File: config.mk
export PLATFORM = sky130hd
export DESIGN_NAME = riscv_coredpathvecmemunit_flat
export DESIGN_NICKNAME = d
export VERILOG_FILES = /design/src/rtl/riscv_coredpathvecmemunit_if.sv /design/src/rtl/riscv_coredpathvecmemunit.sv /design/src/flat_wrapper.sv
export SDC_FILE = /design/constraint.sdc
export NUM_CORES = 1
export LEC_CHECK = 0
export ABC_AREA = 0
export BUFFER_PORTS_ARGS = -buffer_cell sky130_fd_sc_hd__buf_4
export CAP_MARGIN = 40
export CELL_PAD_IN_SITES_DETAIL_PLACEMENT = 0
export CELL_PAD_IN_SITES_GLOBAL_PLACEMENT = 2
export CORE_MARGIN = 2
export CORE_UTILIZATION = 27
export DETAILED_ROUTE_END_ITERATION = 8
export GPL_TIMING_DRIVEN = 1
export PLACE_DENSITY = 0.86
export SLEW_MARGIN = 20
export SYNTH_ARGS = -nofsm -noshare
export SYNTH_HDL_FRONTEND = slang
export SYNTH_SLANG_ARGS = --single-unit
File: constraint.sdc
create_clock -name clk -period 2.61 [get_ports clk]
set_input_delay 0.3915 -clock clk [delete_from_list [all_inputs] [get_ports clk]]
set_output_delay 0.3915 -clock clk [all_outputs]
set_load 0.01 [all_outputs]
File: src/rtl/riscv_coredpathvecmemunit_if.sv
// Signal bundle around the vector memory unit: op issue handshake, the
// element-wide memory request/response port and the vector regfile write
// port. The slave modport is the unit itself; the master modport is its
// environment (op issuer, memory and regfile together).
interface riscv_coredpathvecmemunit_if #(
    parameter int NLANES = 8,
    parameter int ELEM_W = 32
);
    localparam int VEC_W = NLANES * ELEM_W;

    // op issue
    logic             req_val;
    logic             req_rdy;
    logic             req_st;
    logic [31:0]      req_base;
    logic [31:0]      req_stride;
    logic [4:0]       req_vd;
    logic [VEC_W-1:0] req_vdata;
    logic [3:0]       vl;

    // element memory port
    logic              memreq_val;
    logic              memreq_rdy;
    logic              memreq_rw;
    logic [31:0]       memreq_addr;
    logic [ELEM_W-1:0] memreq_data;
    logic              memresp_val;
    logic [ELEM_W-1:0] memresp_data;

    // regfile write port and status
    logic             wen_p;
    logic [4:0]       waddr_p;
    logic [VEC_W-1:0] wdata_p;
    logic             busy;

    modport master (
        output req_val, req_st, req_base, req_stride, req_vd, req_vdata, vl,
        output memreq_rdy, memresp_val, memresp_data,
        input  req_rdy, memreq_val, memreq_rw, memreq_addr, memreq_data,
        input  wen_p, waddr_p, wdata_p, busy
    );

    modport slave (
        input  req_val, req_st, req_base, req_stride, req_vd, req_vdata, vl,
        input  memreq_rdy, memresp_val, memresp_data,
        output req_rdy, memreq_val, memreq_rw, memreq_addr, memreq_data,
        output wen_p, waddr_p, wdata_p, busy
    );
endinterface

File: src/rtl/riscv_coredpathvecmemunit.sv
// Vector load/store sequencer feeding the vector regfile write port.
// One strided op is accepted per handshake; it is split into one 32-bit
// element request per active lane with exactly one request outstanding.
// Loads assemble the returned lanes and write the whole vector back in a
// single WB cycle; stores drain the latched store vector to memory.
//
// Build option RISCV_VECMEM_ZEROFILL_EN:
//   defined   - load tail lanes (idx >= n) are written as zero
//   undefined - load tail lanes keep the latched req_vdata (old vd contents)
module riscv_coredpathvecmemunit #(
    parameter int NLANES = 8,
    parameter int ELEM_W = 32
) (
    input  logic                        clk,
    input  logic                        reset,
    riscv_coredpathvecmemunit_if.slave  bus
);
    localparam int CNT_W  = $clog2(NLANES + 1);
    localparam int LANE_W = (NLANES > 1) ? $clog2(NLANES) : 1;

    typedef enum logic [1:0] {IDLE, REQ, RESP, WB} state_t;

    state_t            state_reg;
    logic              st_reg;
    logic [4:0]        vd_reg;
    logic [CNT_W-1:0]  n_reg;
    logic [CNT_W-1:0]  idx_reg;
    logic [31:0]       addr_reg;
    logic [31:0]       stride_reg;

    logic              accept;
    logic              resp_fire;
    logic [CNT_W-1:0]  n_next;
    logic [CNT_W-1:0]  idx_next;
    logic [ELEM_W-1:0] vdata_lane [NLANES];

    assign accept    = (state_reg == IDLE) && bus.req_val;
    assign resp_fire = (state_reg == RESP) && bus.memresp_val;
    assign idx_next  = idx_reg + CNT_W'(1);
    // vl beyond the register length simply saturates to a full vector
    assign n_next    = (32'(bus.vl) > 32'(NLANES)) ? CNT_W'(NLANES) : CNT_W'(bus.vl);

    // Sequencer: op latch, element counter, address walk and state
    always_ff @(posedge clk) begin
        if (reset) begin
            state_reg  <= IDLE;
            st_reg     <= 1'b0;
            vd_reg     <= '0;
            n_reg      <= '0;
            idx_reg    <= '0;
            addr_reg   <= '0;
            stride_reg <= '0;
        end else begin
            case (state_reg)
                IDLE: begin
                    if (bus.req_val) begin
                        st_reg     <= bus.req_st;
                        vd_reg     <= bus.req_vd;
                        n_reg      <= n_next;
                        idx_reg    <= '0;
                        addr_reg   <= bus.req_base;
                        stride_reg <= bus.req_stride;
                        if (n_next != '0) begin
                            state_reg <= REQ;
                        end else if (bus.req_st) begin
                            // empty store: nothing to move, stay available
                            state_reg <= IDLE;
                        end else begin
                            // empty load still rewrites vd (tail rule applies)
                            state_reg <= WB;
                        end
                    end
                end
                REQ: begin
                    if (bus.memreq_rdy) begin
                        state_reg <= RESP;
                    end
                end
                RESP: begin
                    if (bus.memresp_val) begin
                        idx_reg  <= idx_next;
                        addr_reg <= addr_reg + stride_reg;
                        if (idx_next != n_reg) begin
                            state_reg <= REQ;
                        end else if (st_reg) begin
                            state_reg <= IDLE;
                        end else begin
                            state_reg <= WB;
                        end
                    end
                end
                WB: begin
                    state_reg <= IDLE;
                end
                default: begin
                    state_reg <= IDLE;
                end
            endcase
        end
    end

    genvar gi;
    generate
        for (gi = 0; gi < NLANES; gi++) begin : g_lane
            logic [ELEM_W-1:0] vdata_reg;
            logic [ELEM_W-1:0] asm_reg;

            // Per-lane store source and load assembly; the assembly register is
            // preloaded with the tail value so lanes never returned keep it
            always_ff @(posedge clk) begin
                if (reset) begin
                    vdata_reg <= '0;
                    asm_reg   <= '0;
                end else if (accept) begin
                    vdata_reg <= bus.req_vdata[gi*ELEM_W +: ELEM_W];
`ifdef RISCV_VECMEM_ZEROFILL_EN
                    asm_reg   <= '0;
`else
                    asm_reg   <= bus.req_vdata[gi*ELEM_W +: ELEM_W];
`endif
                end else if (resp_fire && !st_reg && (idx_reg == CNT_W'(gi))) begin
                    asm_reg   <= bus.memresp_data;
                end
            end

            assign vdata_lane[gi]                    = vdata_reg;
            assign bus.wdata_p[gi*ELEM_W +: ELEM_W]  = asm_reg;
        end
    endgenerate

    // Outputs decode straight from registered state, so they are glitch-free
    // and hold steady for as long as memory stalls the request
    assign bus.req_rdy     = (state_reg == IDLE);
    assign bus.busy        = (state_reg != IDLE);
    assign bus.memreq_val  = (state_reg == REQ);
    assign bus.memreq_rw   = st_reg;
    assign bus.memreq_addr = addr_reg;
    assign bus.memreq_data = vdata_lane[idx_reg[LANE_W-1:0]];
    assign bus.wen_p       = (state_reg == WB);
    assign bus.waddr_p     = vd_reg;
endmodule

File: src/flat_wrapper.sv
// flat-port wrapper written by rule: the top's interface ports become plain ports
module riscv_coredpathvecmemunit_flat 
#(
    parameter int NLANES = 8,
    parameter int ELEM_W = 32
)
  (clk, reset, bus_req_val, bus_req_st, bus_req_base, bus_req_stride, bus_req_vd, bus_req_vdata, bus_vl, bus_memreq_rdy, bus_memresp_val, bus_memresp_data, bus_req_rdy, bus_memreq_val, bus_memreq_rw, bus_memreq_addr, bus_memreq_data, bus_wen_p, bus_waddr_p, bus_wdata_p, bus_busy);
  riscv_coredpathvecmemunit_if #(.NLANES(NLANES), .ELEM_W(ELEM_W)) bus_i ();
  input  logic clk;
  input  logic reset;
  input wire logic [$bits(bus_i.req_val)-1:0] bus_req_val;
  input wire logic [$bits(bus_i.req_st)-1:0] bus_req_st;
  input wire logic [$bits(bus_i.req_base)-1:0] bus_req_base;
  input wire logic [$bits(bus_i.req_stride)-1:0] bus_req_stride;
  input wire logic [$bits(bus_i.req_vd)-1:0] bus_req_vd;
  input wire logic [$bits(bus_i.req_vdata)-1:0] bus_req_vdata;
  input wire logic [$bits(bus_i.vl)-1:0] bus_vl;
  input wire logic [$bits(bus_i.memreq_rdy)-1:0] bus_memreq_rdy;
  input wire logic [$bits(bus_i.memresp_val)-1:0] bus_memresp_val;
  input wire logic [$bits(bus_i.memresp_data)-1:0] bus_memresp_data;
  output wire logic [$bits(bus_i.req_rdy)-1:0] bus_req_rdy;
  output wire logic [$bits(bus_i.memreq_val)-1:0] bus_memreq_val;
  output wire logic [$bits(bus_i.memreq_rw)-1:0] bus_memreq_rw;
  output wire logic [$bits(bus_i.memreq_addr)-1:0] bus_memreq_addr;
  output wire logic [$bits(bus_i.memreq_data)-1:0] bus_memreq_data;
  output wire logic [$bits(bus_i.wen_p)-1:0] bus_wen_p;
  output wire logic [$bits(bus_i.waddr_p)-1:0] bus_waddr_p;
  output wire logic [$bits(bus_i.wdata_p)-1:0] bus_wdata_p;
  output wire logic [$bits(bus_i.busy)-1:0] bus_busy;
  assign bus_i.req_val = bus_req_val;
  assign bus_i.req_st = bus_req_st;
  assign bus_i.req_base = bus_req_base;
  assign bus_i.req_stride = bus_req_stride;
  assign bus_i.req_vd = bus_req_vd;
  assign bus_i.req_vdata = bus_req_vdata;
  assign bus_i.vl = bus_vl;
  assign bus_i.memreq_rdy = bus_memreq_rdy;
  assign bus_i.memresp_val = bus_memresp_val;
  assign bus_i.memresp_data = bus_memresp_data;
  assign bus_req_rdy = bus_i.req_rdy;
  assign bus_memreq_val = bus_i.memreq_val;
  assign bus_memreq_rw = bus_i.memreq_rw;
  assign bus_memreq_addr = bus_i.memreq_addr;
  assign bus_memreq_data = bus_i.memreq_data;
  assign bus_wen_p = bus_i.wen_p;
  assign bus_waddr_p = bus_i.waddr_p;
  assign bus_wdata_p = bus_i.wdata_p;
  assign bus_busy = bus_i.busy;
  riscv_coredpathvecmemunit #(.NLANES(NLANES), .ELEM_W(ELEM_W)) u_core (.clk(clk), .reset(reset), .bus(bus_i));
endmodule
After elaboration in Yosys (flattened, before gate mapping). Index checks and enable logic that the tools add are counted.

Muxes and demuxes: 34. Order comparisons: 2. Add/subtract/negate cells: 2. Bitwise operators: 1. Eq/ne operators: 14. Reduce and logical (&&, ||, !) cells: 28.

Operator list (number): $mux 32 (20); $bmux 32 s3 (1); $pmux 32 s2 (1); $add 32x32->32 (1); $reduce_bool 2->1 (10); $eq 4x3->1 const B (4); $mux 2 (7); $mux 4 (3); $logic_and 1x1->1 (11); $eq 4x2->1 const B (2); $pmux 2 s4 (1); $pmux 4 s2 (1); $ne 2x2->1 const B (3); $reduce_and 3->1 (2); $add 4x1->4 const B (1); $eq 2x2->1 const B (2); $eq 4x1->1 const B (1); $ge 4x4->1 const B (1); $gt 4x4->1 const B (1); $logic_not 4->1 (1); $ne 4x4->1 (1); $not 3->4 (1); $reduce_bool 4->1 (1); $eq 2x1->1 const B (1); other kinds (3) (3).

Logic and storage cells: 104. Flip-flop bits (word level): 592. Input bits: 367. Output and inout bits: 330.

Logic depth before layout (Yosys ltp). Gate-level depths: netlist (run 1).

Depth after elaboration: 6. Gate-level depth with buffers: 11. Depth with buffers taken out: 9.

Least setup slack after synthesis (run 1). No wires, ideal clock.

Path kind: register -> register. Start point: register u_core.addr_reg[0] (netlist: u_core.bus.memreq_addr[0]). End point: register u_core.addr_reg[22] (netlist: u_core.bus.memreq_addr[22]). Period minus slack after synthesis: 2502 ps. Setup slack: 108 ps. Data required time: 2515 ps. Stages on the path, launching flop included: 10. Path buffers: 0. Setup time: 95 ps. Arrival time: 2407 ps. Path through: dfxtp_1 > ha_1 > fa_1 > a211oi_2 > or2_1 > o211ai_2 > a211oi_1 > o21bai_1 > xnor2_1 > a221oi_1.

Cells in the longest elaborated chain, start to end: 3.

RTL lines: start, declared (RTL line riscv_coredpathvecmemunit.sv:28) `logic [31:0] addr_reg;`; start signal, assigned (RTL line riscv_coredpathvecmemunit.sv:61) `addr_reg <= bus.req_base;`; start signal, assigned (RTL line riscv_coredpathvecmemunit.sv:82) `addr_reg <= addr_reg + stride_reg;`; $add 32x32->32 (RTL line riscv_coredpathvecmemunit.sv:82); $mux 32 (RTL line riscv_coredpathvecmemunit.sv:80) `if (bus.memresp_val) begin`; $pmux 32 s2 (RTL line riscv_coredpathvecmemunit.sv:54) `case (state_reg)`.

No other way between the ends. The select of a mux whose other input is x is not followed. A chain may end at the register's enable or synchronous reset.

Final worst setup path (run 1).
Start point: register u_core.idx_reg[0]. End point: output bus_memreq_data[7].

Cells in the longest elaborated chain, start to end: 4.

RTL lines: start, declared (RTL line riscv_coredpathvecmemunit.sv:27) `logic [CNT_W-1:0] idx_reg;`; start signal, assigned (RTL line riscv_coredpathvecmemunit.sv:81) `idx_reg <= idx_next;`; $not 3->4 (implied by the code) (RTL line riscv_coredpathvecmemunit.sv:138) `assign bus.memreq_data = vdata_lane[idx_reg[LANE_W-1:0]];`; $bmux 32 s3 (RTL line riscv_coredpathvecmemunit.sv:138); $mux 32 (implied by the code) (2 in a row) (RTL line riscv_coredpathvecmemunit.sv:138); end, declared (RTL line flat_wrapper.sv:25) `output wire logic [$bits(bus_i.memreq_data)-1:0] bus_memreq_data;`.

No other way between the ends. The select of a mux whose other input is x is not followed.

==> impl_metrics.ini, run 1 <==
[status]
status = complete, but fails checks
violations = setup timing

[drt]
antenna_left = 0
drt_iter0_markers = 1793
vias = 24680
avgRoutedWirePerCell_microns = 23.79
drc = 0
wirelength_mm = 118.9
avgViaCountPerCell = 4.939
first_pass_iters = 5

[sta]
fin_crit_ns = 2.764
holdWs_ns = 0.03329
setup_viol = 26
skew_ns = 0.03095
final-hold-violation-count = 0
drv_slew = 0
rsz0062_at_grt = yes
slew_headroom_pct = 50.65
setup_slack_ns = -0.1542
post-route-period-util_pct = 105.9
tightest_slew_ns = 0.7402
fmax_ghz = 0.3618

[clocking]
h-tree-depth = 3
clk_latency_ns = 0.62
cts_sinks = 592
root_buffer = clkbuf_16
cts_tree = built
max-clock-path-buffers = 3
numCtsBuffers = 71
clk_pin_slew_worst_paths_ns = 0.06

[synth]
async_flop_share_pct = 0
syn-num-nets = 3470
synth_top_family_by_area = simple AND/OR/NAND/NOR gates
ys_ff_latch = 592
synth_area_leaders = dfxtp_1 (47%), nand2_1 (17%), a21oi_1 (7.1%), a31oi_1 (6.5%), mux4_2 (5.7%)
synth-xor-area-share_pct = 0.9078
syn_inst = 3067
seq_area_frac_synth_pct = 47.24
yosys.area_share.simple_pct = 20.60
synth-edff-count = 0
synth_top_area_share_pct = 47.24
synth_adder_area_share_pct = 1.826
synth.most_common_cell = nand2_1
ys.flop_type = dfxtp_1
syn_avg_cell_area_sq_um = 8.179
syn_area_sq_mm = 0.02509
synth_cell_type_count = 68
synth_mux_area_share_pct = 7.432
synth_compound_area_share_pct = 16.96
yosys_warnings = 0
yosysTopAreaCell = dfxtp_1
synth_top_cells_by_count = nand2_1 (1164), dfxtp_1 (592), a21oi_1 (356)

[grt]
grt_use_total_pct = 23.88
overflow = 0
grt_pass1_wl_mm = 167.1
grt_max_degree = 106
first_global_vias = 24120
grt_antenna_before_repair = 15

[critical_path]
start_kind = flip-flop
cpPeakStageDelay_ns = 0.53
crit_required_ns = 2.22
path_buf_inv = 4
crit_path_frequent_cell = buf_6
path_class = reg -> out
end_kind = output port
arrival_ns = 2.37
worst-path-max-fanout = 8
rr_worst_depth = 8
rrSetupSlack_ns = 0.14
crit_path_top_delay_cell = mux4_2
r2r-end = u_core.bus.memreq_addr[29]
r2r_start = u_core.bus.memreq_addr[7]
crit_chain = buf_12 > buf_16 > buf_6 > mux4_2 > mux2_4 > buf_6
cpLargestDelayFamily = multiplexers

[hold_path]
hold_end = u_core.bus.waddr_p[1]
min-delay-start = bus_req_vd[1]
hold_class = in -> reg
holdPathStages = 3

[placed_design]
portBuffers = 696
post-place-cells = 4844
place.gp.congestion = 0.8951
dp_hpwl_mm = 84.42

[power]
p_per_area_mw_per_mm2 = 696.2
p_leak_nw = 13.81
ir_drop_uv = 427.4

[floorplan]
fp.dieW_microns = 308.8
io_pins = 697
core_area_sq_mm = 0.09180
dieArea_sq_mm = 0.09536
chipHeight_microns = 308.8
start_util_pct = 27.33
rows = 111

[final_layout]
drive_gt1_share_pct = 28.45
nets = 4102
n_fill_cell = 9559
final-instance-count-excl-fill = 4997
area_delta_synth_final_pct = 38.76

[job]
maxCapViolCount = 0
==> cell type report <==
| cell class | count | area, sq um | area share [%] |
|---|---|---|---|
| Tap cell | 1243 | 1555 | 4.468 |
| Inverter | 12 | 45.04 | 0.1294 |
| Sequential cell | 592 | 11860 | 34.07 |
| Clock inverter | 20 | 241.5 | 0.6937 |
| Antenna cell | 7 | 17.52 | 0.05032 |
| Timing Repair Buffer | 821 | 6935 | 19.92 |
| Clock buffer | 101 | 1991 | 5.719 |
| Multi-Input combinational cell | 2201 | 12160 | 34.94 |
==> repair_timing <==
action | in CTS | in global routing
resized for setup | 30 | 46
endpoints found under the hold margin | 1 | 0
setup buffers | 17 | 3
endpoints found under the setup margin | 32 | 36
pin swaps | 0 | 3
hold buffers | 1 | 0
gates cloned | 6 | 1
==> where the power goes <==
part | internal, mW | switching, mW | total [mW] | leakage (nW)
Combinational | 1.84 | 2.52 | 4.37 | 7.85
Clock | 5.63 | 4.10 | 9.74 | 1.10
Sequential | 9.72 | 0.407 | 10.1 | 4.86
==> per-layer routing <==
layer / vias to the layer above / global-route usage [%] / routed length [microns]
met5: - / 0 / 125
met4: 20 / 8.670 / 4079
met3: 178 / 7.084 / 10040
met2: 900 / 39.10 / 55610
met1: 11830 / 29.69 / 49010
li1: 11750 / - / -
==> cells in the final DEF (no fill, tap or decap), types with 11 or more instances in the layout <==
master        n
a211oi_1     12
a21o_1       11
a21oi_1     356
a31oi_1     262
buf_12       34
buf_4       741
buf_6        31
clkbuf_1     21
clkbuf_16    73
dfxtp_1     589
ha_1         33
inv_1        12
mux2_4       25
mux4_2       64
nand2_1    1163
nand3_1      15
nor2_1       50
nor2_4       12
nor3_1       11
o21ai_0      22
xnor2_1      18
==> stage by stage <==
step / util [%] / cell area [sq um] / worst slack [ns] / TNS (ns) / total power [mW]
finish: 37.92 / 34810 / -0.1542 / -2.539 / 24.23
global route: 37.91 / 34800 / -0.2158 / -4.402 / 25.22
CTS: 37.75 / 34650 / -0.2138 / -5.181 / 24.41
detailed placement: 34.74 / 31890 / 0.05481 / 0 / 14.61
global placement: 34.69 / 31840 / 0.08574 / 0 / 14.57
floorplan: - / 25090 / 0.1075 / 0 / 12.28
==> tightest hold or removal path, cell delays in order <==
cell and delay (ns):
buf_4 0.11, nand2_1 0.04, a21oi_1 0.05
==> how the worst max path moves through the flow <==
stage	startpoint	to	slack [ns]	cells after the start
2_1_floorplan	u_core.bus.memreq_addr[0]	u_core.bus.memreq_addr[22]	0.11	9
3_3_place_gp	u_core.bus.memreq_addr[0]	u_core.bus.memreq_addr[30]	0.09	10
3_5_place_dp	u_core.bus.memreq_addr[0]	u_core.bus.memreq_addr[30]	0.05	10
4_1_cts	u_core.idx_reg[0]	bus_memreq_data[16]	-0.21	6
5_1_grt	u_core.idx_reg[0]	bus_memreq_data[6]	-0.22	6
6_report	u_core.idx_reg[0]	bus_memreq_data[7]	-0.15	6
==> cell families after synthesis <==
kind of cell	after synthesis
buf+inv	274
fa+ha+maj	36
simple gates	1312
flops	592
xor+xnor	26
mux	102
compound gates	725
No activity file was read; power rests on OpenSTA's default activity.
==> run 2, diff against run 1 <==
Settings changed: CORE_MARGIN 2 to 4, CORE_UTILIZATION 27 to 30, MAX_ROUTING_LAYER set to met4, PLACE_DENSITY 0.86 to 0.9.
Clock period 2.61 ns to 2.8 ns, I/O delays scaled along.
==> impl_metrics.ini, run 2 (synthesized netlist as in run 1, its figures left out) <==
[critical_path]
rr_worst_depth = 6
path_buf_inv = 2
crit_chain = bufbuf_16 > mux4_2 > mux2_2 > buf_4
path_class = reg -> out
arrival_ns = 2.34
start_kind = flip-flop
r2r_start = u_core.state_reg[1]
crit_required_ns = 2.38
crit_path_top_delay_cell = mux4_2
end_kind = output port
r2r-end = u_core.g_lane[6].asm_reg[0]
cpPeakStageDelay_ns = 0.50
worst-path-max-fanout = 18
cpLargestDelayFamily = multiplexers
rrSetupSlack_ns = 0.14

[power]
p_clk_share_pct = 41.7
combPwrFrac_pct = 17.1
switching_share_pct = 28.87
p_per_area_mw_per_mm2 = 673.1
p_leak_nw = 13.58
p_seq_share_pct = 41.2
intPower_mw = 16.31
p_sw_mw = 6.620
power_mw = 22.93
ir_drop_uv = 409.9

[final_layout]
nets = 4058
final_common_cell = nand2_1
regArea_sq_mm = 0.01186
drive_gt1_share_pct = 27.88
area_delta_synth_final_pct = 35.81
final_area_sq_mm = 0.03407
n_fill_cell = 8469
final_cell_mix = nand2_1 (1163), buf_4 (739), dfxtp_1 (589)
multiInputGateArea_sq_mm = 0.01208
final-instance-count-excl-fill = 4785

[floorplan]
fp.dieW_microns = 297.2
start_util_pct = 30.40
rows = 105
dieArea_sq_mm = 0.08831
core_area_sq_mm = 0.08250
io_pins = 697
chipHeight_microns = 297.2

[sta]
post-route-period-util_pct = 98.67
slew_headroom_pct = 52.72
final-hold-violation-count = 0
holdWs_ns = 0.05897
skew_ns = 0.03785
drv_slew = 0
fin_crit_ns = 2.763
rsz0062_at_grt = yes
setup_slack_ns = 0.03736
fmax_ghz = 0.3620
tightest_slew_ns = 0.7092
setup_viol = 0

[grt]
grt_max_degree = 125
first_global_vias = 24500
grt_antenna_before_repair = 7
overflow = 0
grt_use_total_pct = 25.67
grt_pass1_wl_mm = 166.4

[hold_path]
hold_end = u_core.bus.waddr_p[2]
holdPathStages = 3
hold_class = in -> reg
min-delay-start = bus_req_vd[2]

[drt]
first_pass_iters = 5
avgViaCountPerCell = 5.145
drc = 0
antenna_left = 0
avgRoutedWirePerCell_microns = 24.16
wirelength_mm = 115.6
drt_iter0_markers = 1909
vias = 24620

[status]
status = completed

[job]
maxCapViolCount = 0

[placed_design]
dp_hpwl_mm = 84.90
place.gp.congestion = 0.9219
portBuffers = 696
pre_cts_slack_ns = 0.1262
placed_area_sq_mm = 0.03143
post-place-cells = 4640

[clocking]
numCtsBuffers = 71
clk_pin_slew_worst_paths_ns = 0.06
clk_latency_ns = 0.62
root_buffer = clkbuf_16
cts_tree = built
h-tree-depth = 3
cts_sinks = 592
max-clock-path-buffers = 3
cts_hold_buf = 0
-- run 2: cell types whose count changed in the layout (fill, tap and decap cells not counted), moves of 2 or more --
cell	previous run	this run
buf_12	34	25
buf_16	9	5
buf_4	741	739
buf_6	31	6
buf_8	4	1
clkbuf_1	21	14
clkbuf_8	8	18
clkinv_2	10	12
ha_1	33	35
ha_2	2	0
inv_6	3	0
mux2_2	8	29
mux2_4	25	4
-- run 2: area by class of cell --
type	instances	area share (%)
Tap cell	1070	3.930
Inverter	12	0.1322
Multi-Input combinational cell	2201	35.47
Clock buffer	104	6.170
Sequential cell	592	34.82
Antenna cell	6	0.04407
Clock inverter	23	0.9402
Timing Repair Buffer	777	18.50
-- run 2: stage by stage --
stage          util, %  TNS [ns]
6_report         41.29         0
5_1_grt          41.29   -0.1980
4_1_cts          41.26   -0.1070
3_5_place_dp     38.10         0
3_3_place_gp     37.97         0
2_1_floorplan        -         0
-- run 2: power by group through the flow --
stage / clock, mW / sequential [mW] / combinational, mW
3_3_place_gp: 0 / 9.61 / 3.84
5_1_grt: 10.1 / 9.52 / 4.21
6_report: 9.56 / 9.46 / 3.92
3_5_place_dp: 0 / 9.62 / 3.90
4_1_cts: 9.73 / 9.45 / 3.93
2_1_floorplan: 0 / 9.66 / 1.79
-- run 2: worst max-delay path by stage --
stage,start,endpoint,slack [ns],cells past startpoint
after floorplan,u_core.bus.memreq_addr[0],u_core.bus.memreq_addr[22],0.30,9
after global placement,u_core.bus.memreq_addr[0],u_core.bus.memreq_addr[22],0.08,9
after detailed placement,u_core.bus.memreq_addr[0],u_core.bus.memreq_addr[22],0.13,9
after CTS,u_core.idx_reg[0],bus_memreq_data[20],-0.02,4
after global routing,u_core.idx_reg[0],bus_memreq_data[23],-0.04,4
final,u_core.idx_reg[0],bus_memreq_data[29],0.04,4
-- run 2: what timing repair did --
action / 4_1_cts / 5_1_grt
resized for setup: 9 / 5
endpoints found under the hold margin: 0 / 0
setup buffers: 9 / 2
pin swaps: 0 / 0
setup endpoints to repair: 25 / 22
gates cloned: 2 / 0
-- run 2: tightest hold or removal path, delay by kind of cell --
kind,cells,cell delay [ns]
buffers and inverters,1,0.11
and+or+nand+nor,1,0.05
AOI/OAI and AO/OA,1,0.05
-- run 2: routing by layer --
layer	vias up	global-route usage [%]	share of wire [%]
met1	11870	30.34	40
met2	946	43.04	49
met4	0	7.801	2.8
met5	-	-	0
li1	11660	-	-
met3	151	6.590	8.0
==> run 3, diff against run 2 <==
Settings changed: CORE_MARGIN 4 to unset.
==> impl_metrics.ini, run 3 (synthesized netlist as in run 1, its figures left out) <==
[critical_path]
crit_chain = buf_12 > buf_16 > buf_12 > mux4_2 > mux2_4 > buf_6
cpPeakStageDelay_ns = 0.55
start_kind = flip-flop
cpLargestDelayFamily = multiplexers
path_class = reg -> out
end_kind = output port
path_buf_inv = 4
worst-path-max-fanout = 7
arrival_ns = 2.40
crit_required_ns = 2.38
crit_path_top_delay_cell = mux4_2
crit_path_frequent_cell = buf_12

[drt]
drt_iter0_markers = 1943
vias = 24890
avgRoutedWirePerCell_microns = 23.80
wirelength_mm = 114.2
first_pass_iters = 5
avgViaCountPerCell = 5.187
drc = 0
antenna_left = 0

[floorplan]
io_pins = 697
core_area_sq_mm = 0.08237
fp.dieW_microns = 291.2
start_util_pct = 30.45
rows = 105
chipHeight_microns = 291.2
dieArea_sq_mm = 0.08478

[power]
intPower_mw = 16.42
ir_drop_uv = 398.6
p_per_area_mw_per_mm2 = 675.5
p_seq_share_pct = 40.9
combPwrFrac_pct = 17.1
p_leak_nw = 13.65
switching_share_pct = 29.04
p_clk_share_pct = 42.0
p_sw_mw = 6.720

[placed_design]
pre_cts_slack_ns = 0.1638
dp_hpwl_mm = 83.10
portBuffers = 696
place.gp.congestion = 0.9257

[sta]
holdWs_ns = 0.04241
tightest_slew_ns = 0.8733
final-hold-violation-count = 0
setup_viol = 2
setup_slack_ns = -0.01947
fmax_ghz = 0.3547
skew_ns = 0.02743
fin_crit_ns = 2.819
slew_headroom_pct = 41.78
drv_slew = 0
rsz0062_at_grt = yes
post-route-period-util_pct = 100.7

[hold_path]
hold_class = in -> reg

[status]
status = complete, but fails checks
violations = setup timing

[clocking]
cts_tree = built
cts_sinks = 592
root_buffer = clkbuf_16
h-tree-depth = 3
clk_pin_slew_worst_paths_ns = 0.06
max-clock-path-buffers = 3
clk_latency_ns = 0.62
numCtsBuffers = 70

[grt]
grt_antenna_before_repair = 9
grt_use_total_pct = 26.85
first_global_vias = 24350
grt_max_degree = 139
grt_pass1_wl_mm = 165.7
overflow = 0

[job]
maxCapViolCount = 0

[final_layout]
final_cell_mix = nand2_1 (1163), buf_4 (737), dfxtp_1 (589)
area_delta_synth_final_pct = 36.56
nets = 4066
drive_gt1_share_pct = 28.13
final_common_cell = nand2_1
utilization_pct = 41.59
[run 3: layer usage]
layer / track usage, % / part of all wire (%)
met5: - / 0
met4: 7.846 / 2.7
met3: 6.269 / 8.0
met2: 45.08 / 49
met1: 31.82 / 40
[run 3: metrics by stage]
stage | total power, mW | instances | area [sq um] | TNS, ns
floorplan | 11.45 | 3067 | 25090 | 0
global placement | 13.49 | 4649 | 31400 | 0
detailed placement | 13.53 | 4651 | 31450 | 0
CTS | 23.29 | 4789 | 34260 | -0.2988
global route | 23.97 | 4796 | 34250 | -0.7222
finish | 23.14 | 4798 | 34260 | -0.02046
[run 3: area by class of cell]
cell class | count | area, sq um
fill | 8362 | 48120
multi-input combinational | 2201 | 12120
sequential | 592 | 11860
timing repair buffer | 786 | 6422
clock buffer | 91 | 1942
tap | 1070 | 1339
clock inverter | 36 | 504.2
inverter | 12 | 45.04
antenna | 10 | 25.02
[run 3: worst paths after layout]
path,from,end,slack [ns],cells past startpoint
worst max register to register,u_core.bus.memreq_addr[0],u_core.bus.memreq_addr[22],0.19,10
worst min-delay path,bus_req_vd[0],u_core.bus.waddr_p[0],0.04,3
worst min register to register,u_core.g_lane[2].vdata_reg[5],u_core.g_lane[2].vdata_reg[5],0.45,2
worst max-delay path,u_core.idx_reg[0],bus_memreq_data[14],-0.02,6
[run 3: what timing repair did]
item,CTS,global route
setup buffers,9,0
hold buffers,0,0
gates resized for setup,44,1
endpoints found under the setup margin,30,21
pin swaps,0,0
cloned,3,0
[run 3: worst reg2reg max path, delay by kind of cell (launching register included)]
kind                     cells  cell delay, ns
AO/OA/AOI/OAI                5            1.00
AND/OR/NAND/NOR              1            0.20
buffers and inverters        1            0.17
adder cells (fa/ha/maj)      2            0.68
flip-flops                   1            0.32
XOR/XNOR                     1            0.13
[run 3: power groups by stage]
stage / clock (mW) / combinational [mW] / sequential (mW)
finish: 9.73 / 3.95 / 9.46
global route: 10.2 / 4.24 / 9.52
CTS: 9.87 / 3.97 / 9.45
detailed placement: 0 / 3.91 / 9.62
global placement: 0 / 3.88 / 9.61
floorplan: 0 / 1.79 / 9.66
